==> src/rtl/afc_ncntr.sv <==
// Digital frequency counter for the AFC loop: counts rising edges of the divided
// VCO while the controller holds the count window open, and hands back the result on request.
module afc_ncntr #(
  parameter int CNT_W       = 14,
  parameter int SYNC_STAGES = 2
) (
  input  logic             clk,
  input  logic             rstn,
  input  logic             afc_cntr_rstn,
  input  logic             afc_cntr_en,
  input  logic             afc_cntr_datasyn,
  input  logic             vco_div_in,
  output logic [CNT_W-1:0] a2d_afc_ncntr,
  output logic             ncntr_valid,
  output logic             ncntr_ovf,
  output logic             afc_cntr_busy
);

  typedef enum logic [1:0] {
    IDLE  = 2'd0,
    COUNT = 2'd1,
    HOLD  = 2'd2
  } state_t;

  localparam logic [CNT_W-1:0] CNT_MAX = '1;

  logic [SYNC_STAGES-1:0] sync_reg;
  logic                   sync_d_reg;
  logic                   vco_edge;

  state_t                 state_reg, state_next;
  logic [CNT_W-1:0]       cnt_reg, cnt_next;
  logic [CNT_W-1:0]       ncntr_reg, ncntr_next;
  logic                   valid_reg, valid_next;
  logic                   ovf_reg, ovf_next;
  logic                   busy_reg, busy_next;
  logic                   cnt_inc;

  // Synchronizer chain; cleared only by rstn so a level that is already high
  // when the controller clears the counter can never look like a new edge.
  generate
    for (genvar gi = 0; gi < SYNC_STAGES; gi++) begin : g_sync
      if (gi == 0) begin : g_first
        always_ff @(posedge clk or negedge rstn) begin
          if (!rstn) sync_reg[gi] <= 1'b0;
          else       sync_reg[gi] <= vco_div_in;
        end
      end else begin : g_rest
        always_ff @(posedge clk or negedge rstn) begin
          if (!rstn) sync_reg[gi] <= 1'b0;
          else       sync_reg[gi] <= sync_reg[gi-1];
        end
      end
    end
  endgenerate

  always_ff @(posedge clk or negedge rstn) begin
    if (!rstn) sync_d_reg <= 1'b0;
    else       sync_d_reg <= sync_reg[SYNC_STAGES-1];
  end

  assign vco_edge = sync_reg[SYNC_STAGES-1] & ~sync_d_reg;

  always_comb begin
    state_next = state_reg;
    if (!afc_cntr_rstn) begin
      state_next = IDLE;
    end else begin
      case (state_reg)
        IDLE:    if (afc_cntr_en)  state_next = COUNT;
        COUNT:   if (!afc_cntr_en) state_next = HOLD;
        HOLD:    if (afc_cntr_en)  state_next = COUNT;
        default: state_next = IDLE;
      endcase
    end
  end

  // Only edges seen while already in COUNT with the window still open are counted.
  assign cnt_inc = (state_reg == COUNT) && afc_cntr_en && vco_edge;

  always_comb begin
    cnt_next   = cnt_reg;
    ovf_next   = ovf_reg;
    ncntr_next = ncntr_reg;
    valid_next = 1'b0;
    busy_next  = (state_next == COUNT);
    if (!afc_cntr_rstn) begin
      cnt_next   = '0;
      ovf_next   = 1'b0;
      ncntr_next = '0;
    end else begin
      // Capture sees the pre-increment value; a coincident edge lands in cnt_reg only.
      if (afc_cntr_datasyn) begin
        ncntr_next = cnt_reg;
        valid_next = 1'b1;
      end
      if (cnt_inc) begin
        if (cnt_reg == CNT_MAX) ovf_next = 1'b1;
        else                    cnt_next = cnt_reg + 1'b1;
      end
    end
  end

  always_ff @(posedge clk or negedge rstn) begin
    if (!rstn) begin
      state_reg <= IDLE;
      cnt_reg   <= '0;
      ncntr_reg <= '0;
      valid_reg <= 1'b0;
      ovf_reg   <= 1'b0;
      busy_reg  <= 1'b0;
    end else begin
      state_reg <= state_next;
      cnt_reg   <= cnt_next;
      ncntr_reg <= ncntr_next;
      valid_reg <= valid_next;
      ovf_reg   <= ovf_next;
      busy_reg  <= busy_next;
    end
  end

  assign a2d_afc_ncntr = ncntr_reg;
  assign ncntr_valid   = valid_reg;
  assign ncntr_ovf     = ovf_reg;
  assign afc_cntr_busy = busy_reg;

endmodule
==> config.mk <==
export PLATFORM = sky130hd
export DESIGN_NAME = afc_ncntr
export DESIGN_NICKNAME = d
export VERILOG_FILES = /design/src/rtl/afc_ncntr.sv
export SDC_FILE = /design/constraint.sdc
export NUM_CORES = 1
export LEC_CHECK = 0
export CAP_MARGIN = 20
export CORE_MARGIN = 1.5
export CORE_UTILIZATION = 53
export CTS_CLUSTER_DIAMETER = 60
export CTS_CLUSTER_SIZE = 16
export DETAILED_ROUTE_END_ITERATION = 10
export PLACE_DENSITY = 0.81
export SETUP_SLACK_MARGIN = 0.15
export SLEW_MARGIN = 10
export SYNTH_ARGS = -nofsm -noshare
export SYNTH_HDL_FRONTEND = slang
export SYNTH_SLANG_ARGS = --single-unit
==> constraint.sdc <==
create_clock -name clk -period 2.4 [get_ports clk]
set_input_delay 0.48 -clock clk [delete_from_list [all_inputs] [get_ports clk]]
set_output_delay 0.48 -clock clk [all_outputs]
set_load 0.02 [all_outputs]
==> results of run 1 <==
-- cell usage after synthesis (2+ instances only) --
library cell  instances  share of area [%]
a21oi_1              11                3.4
and2_1                2               0.76
and3_1                3                1.1
clkbuf_1              6                1.4
dfrtp_1              36                 55
mux2i_1              17                 10
nand2_1              13                3.0
nand2b_1              5                1.9
nand3_1               4                1.2
nor2_1               15                3.4
nor2b_1               2               0.76
nor3_1                2               0.61
nor4_1                4                1.5
o21ai_0               2               0.61
o31ai_1               6                2.7
o41ai_1               2                1.1
or4_1                 8                3.7
-- power by group through the flow --
stage / Sequential [W] / Clock [W] / Combinational (W)
floorplan: 0.000630 / 0 / 0.0000287
global placement: 0.000627 / 0 / 0.0000635
detailed placement: 0.000628 / 0 / 0.0000662
CTS: 0.000616 / 0.000348 / 0.0000664
global route: 0.000617 / 0.000367 / 0.0000721
finish: 0.000616 / 0.000344 / 0.0000657
-- routing by layer --
layer / wire length [um] / share of wire (%)
met2: 1820 / 51
met1: 1530 / 43
met5: 0 / 0
met3: 107 / 3.0
met4: 78 / 2.2
-- repair_timing --
item	CTS	global route
endpoints found under the setup margin	0	2
hold buffers	0	0
gates resized for setup	0	1
-- critical path, delay by kind of cell (launching register included) --
kind / cells / cell delay (ns)
AOI/OAI and AO/OA: 1 / 0.18
DFF: 1 / 0.43
and+or+nand+nor: 3 / 1.18
adders and majority gates: 1 / 0.25
-- final timing paths --
kind	cells past startpoint	endpoint	slack [ns]	startpoint
worst max register to register	5	cnt_reg[3]	0.28	cnt_reg[0]
worst min-delay path	0	sync_reg[1]	0.37	sync_reg[0]
min in group asynchronous	2	a2d_afc_ncntr[6]	0.53	rstn
worst max-delay path	5	cnt_reg[3]	0.28	cnt_reg[0]
worst min register to register	0	sync_reg[1]	0.37	sync_reg[0]
max in group asynchronous	2	cnt_reg[2]	1.54	rstn
-- placed cells by master, fill, tap and decap left out, drive strengths merged, types with 3 or more instances in the layout --
cell            n
and3            3
clkdlybuf4s50  22
nor4            4
or4             8
nand3           4
buf             4
nor2           15
a21oi          11
mux2i          17
nand2b          5
o31ai           6
nand2          13
clkbuf          8
dfrtp          36
-- stage by stage --
step	setup slack, ns	power [W]	utilization (%)	area (um^2)	cells
4_1_cts	0.224	0.00103	64.9	1950	212
6_report	0.276	0.00103	64.9	1950	212
5_1_grt	0.171	0.00106	64.9	1950	212
3_3_place_gp	0.269	0.000691	62.9	1890	204
3_5_place_dp	0.137	0.000694	62.9	1890	204
2_1_floorplan	0.561	0.000659	-	1640	154
-- cell families (layout without fill, tap and decap cells) --
logic type / count (synthesis) / in the layout / synth area share (%)
compound gates: 25 / 25 / 9.76
xor+xnor: 1 / 1 / 0.534
fa+ha+maj: 1 / 1 / 0.763
buf+inv: 11 / 36 / 3.05
flops: 36 / 36 / 54.9
mux: 17 / 17 / 10.4
simple gates: 63 / 63 / 20.6
-- layout make-up --
cell class | instances | share of cell area, %
Tap cell | 33 | 2.12
Sequential cell | 36 | 46.2
Inverter | 2 | 0.385
Timing Repair Buffer | 26 | 12.8
Multi-Input combinational cell | 107 | 35.4
Clock buffer | 8 | 3.02
==> results_dict.tcl, run 1 <==
set metrics [dict create \
    p_seq_share_pct 60.1 \
    fin_worst_skew_ns 0.00705 \
    p_sw_w 0.000245 \
    holdCritPathClass "register to register" \
    power_density_mw_per_mm2 527 \
    slowest_stage "or4_1" \
    fmax_mhz 471 \
    fin_nets 185 \
    htree_levels 2 \
    ant_nets 0 \
    clkPwrFrac_pct 33.5 \
    routed_wirelength_um 3540 \
    gp_congestion 0.811 \
    synth_warnings 0 \
    fin_tns_setup_ns 0 \
    fp.dieW_um 58.6 \
    antenna_found_initial 0 \
    slew-limit-headroom_pct 30.8 \
    grt_start_max_net_pins 37 \
    grt_pass1_wl_um 5980 \
    path_clk_slew_ns 0.10 \
    status "completed" \
    async_flop_share_pct 100 \
    synth_ff_type "dfrtp_1" \
    ir_drop_uv 444 \
    leakage_nw 0.853 \
    dieArea_mm2 0.00344 \
    synthesis.area_mm2 0.00164 \
    crit_fanout 19 \
    n_antenna_cell 0 \
    start_util_pct 54.6 \
    fill_cells 262 \
    hold_ws_ns 0.369 \
    clock-sinks 36 \
    power_frac_comb_pct 6.4 \
    pin_count 23 \
    portBuffers 22 \
    multi_input_area_um2 689 \
    grt-ovfl-total 0 \
    via_per_inst 5.97 \
    cts_setup_buffers 0 \
    clock_latency_ns 0.35 \
    grt_util_met1_pct 27.7 \
    ys_ff_latch 36 \
    timing.critical_path.cells "ha_1, and4_1, and4bb_2, or4_1, a21oi_1" \
    arrival_ns 2.40 \
    syn_area_per_cell_um2 10.7 \
    period_share_pct 88.5 \
    worst_setup_path_end_kind "register" \
    vias 1266 \
    grt_use_total_pct 23.9 \
    cp-start-kind "register" \
    gr-usage-met3_pct 4.84 \
    die_y_um 58.6 \
    hpwl_um 2460 \
    cpPeakStageDelay_ns 0.56 \
    finalHoldViolations 0 \
    fin_crit_ns 2.12 \
    tritoncts "done" \
    finalMaxSlewViolations 0 \
    fp.coreArea_mm2 0.00300 \
    grt_pass1_vias 1337 \
    drc 0 \
    routedWlPerCell_um 16.7 \
    ys_types 33 \
    worstPathRequired_ns 2.68 \
    synth_edf_count 0 \
    cts_root_buf "clkbuf_4" \
    synthToLayoutAreaGrowth_pct 18.8 \
    cts_buffers 5 \
    rsz0062_at_grt "false" \
    ys_seq_area_share_pct 54.9 \
    cap_violations 0 \
    synthCells 154 \
    synth.net_count 161 \
    seqCellArea_um2 901 \
    p_int_w 0.000781 \
    grt.busiest_layer "met2" \
    cts_max_path_buffers 2 \
    rows 20 \
    swShare_pct 23.9 \
    first_pass_iters 4 \
    drtIter0Drc 19 \
    drive_above_1_share_pct 7.26 \
    gr-usage-met2_pct 41.7 \
    path_class "register to register" \
    setup_viol 0 \
    tightest_slew_ns 1.03 \
]
Power figures use the tool's default switching activity.
==> inputs of run 2 (changes only) <==
--- a/config.mk
+++ b/config.mk
@@ -7,11 +7,11 @@
 export LEC_CHECK = 0
 export CAP_MARGIN = 20
 export CORE_MARGIN = 1.5
-export CORE_UTILIZATION = 53
+export CORE_UTILIZATION = 40
 export CTS_CLUSTER_DIAMETER = 60
 export CTS_CLUSTER_SIZE = 16
 export DETAILED_ROUTE_END_ITERATION = 10
-export PLACE_DENSITY = 0.81
+export PLACE_DENSITY = 0.65
 export SETUP_SLACK_MARGIN = 0.15
 export SLEW_MARGIN = 10
 export SYNTH_ARGS = -nofsm -noshare
==> results_dict.tcl, run 2 (synthesis gave the netlist of run 1 again) <==
set metrics [dict create \
    fin_crit_ns 2.09 \
    grt_pass1_wl_um 5870 \
    drive_above_1_share_pct 6.70 \
    antenna_found_initial 0 \
    gp_congestion 0.853 \
    n_antenna_cell 0 \
    cts_hold_buf 0 \
    setup_viol 0 \
    grt_use_total_pct 17.8 \
    p_total_w 0.00112 \
    ir_drop_uv 258 \
    htree_levels 2 \
    synthToLayoutAreaGrowth_pct 22.0 \
    routed_wirelength_um 3390 \
    dieArea_mm2 0.00449 \
    fp.coreArea_mm2 0.00397 \
    final_cell_mix "dfrtp_1, clkdlybuf4s50_1, mux2i_1" \
    clock-sinks 36 \
    arrival_ns 2.30 \
    drtIter0Drc 50 \
    fin_worst_skew_ns 0.00389 \
    cap_violations 0 \
    grt_pass1_vias 1268 \
    cp-start-kind "register" \
    place_inst 221 \
    via_per_inst 5.61 \
    power_density_mw_per_mm2 560 \
    cts_setup_buffers 0 \
    cts_buffers 5 \
    path_class "register to register" \
    finalHoldViolations 0 \
    ctsResizeCount 0 \
    cts_root_buf "clkbuf_8" \
    fill_cells 362 \
    vias 1284 \
    pin_count 23 \
    path_clk_slew_ns 0.07 \
    grt_start_max_net_pins 37 \
    fmax_mhz 478 \
    tightest_slew_ns 1.03 \
    clock_latency_ns 0.29 \
    rsz0062_at_grt "false" \
    drc 0 \
    period_share_pct 87.1 \
    status "completed" \
    mostFrequentLayoutCell "dfrtp_1" \
    final_cells 229 \
    rows 23 \
    leakage_nw 0.869 \
    hpwl_um 2280 \
    cts_max_path_buffers 2 \
    start_util_pct 41.3 \
    worstPathRequired_ns 2.61 \
    holdCritPathClass "register to register" \
    worst_setup_path_end_kind "register" \
    first_pass_iters 5 \
    slew-limit-headroom_pct 30.9 \
    finalMaxSlewViolations 0 \
    die_y_um 67.0 \
    fp.dieW_um 67.0 \
    crit_fanout 19 \
    tritoncts "done" \
    grt-ovfl-total 0 \
    ant_nets 0 \
    routedWlPerCell_um 14.8 \
    portBuffers 22 \
    seqCellArea_um2 901 \
    multi_input_area_um2 689 \
    fin_tns_setup_ns 0 \
    fin_nets 185 \
]
## run 2: cell counts in the layout (fill, tap and decap cells not counted)
Identical to the previous run, type by type.
## run 2: worst max-delay path, cell delays in order, from the launching register on
cell      delay [ns]
dfrtp_1         0.42
ha_1            0.24
and4_1          0.24
and4bb_1        0.39
or4_1           0.56
a21oi_1         0.16
## run 2: path summary, 6_finish.rpt
path / end / slack, ns / startpoint / cells after the start
setup / recovery: cnt_reg[3] / 0.31 / cnt_reg[0] / 5
hold / removal: sync_reg[1] / 0.36 / sync_reg[0] / 0
setup reg to reg: cnt_reg[3] / 0.31 / cnt_reg[0] / 5
hold reg to reg: sync_reg[1] / 0.36 / sync_reg[0] / 0
max in group asynchronous: cnt_reg[6] / 1.47 / rstn / 2
min in group asynchronous: a2d_afc_ncntr[2] / 0.61 / rstn / 2
## run 2: layout make-up
class,count,share of cell area (%)
repair buffers,26,12.5
well taps,50,3.13
inverters,2,0.375
multi-input cells,107,34.5
clock buffers,8,4.50
flip-flops and latches,36,45.0
## run 2: per-layer routing
layer / vias to the layer above / part of all wire [%] / wire length, um / global-route usage, %
met1: 627 / 44 / 1480 / 21.9
met2: 40 / 48 / 1610 / 28.1
met3: 9 / 6.1 / 205 / 4.90
met5: - / 0 / 0 / 0
li1: 608 / - / - / -
met4: 0 / 2.5 / 85 / 9.44
## run 2: power breakdown
group	internal [W]	switching [W]	leakage [nW]
combinational	0.0000243	0.0000410	0.331
clock	0.000234	0.000205	0.0455
sequential	0.000613	0.00000345	0.493
## run 2: per-stage QoR
| step | utilization (%) | hold slack [ns] | cell area (um^2) | setup WS, ns |
|---|---|---|---|---|
| 2_1_floorplan | - | 0.184 | 1640 | 0.561 |
| 3_3_place_gp | 48.1 | 0.334 | 1910 | 0.251 |
| 3_5_place_dp | 48.1 | 0.345 | 1910 | 0.174 |
| 4_1_cts | 50.4 | 0.360 | 2000 | 0.318 |
| 5_1_grt | 50.4 | 0.382 | 2000 | 0.185 |
| 6_report | 50.4 | 0.360 | 2000 | 0.309 |
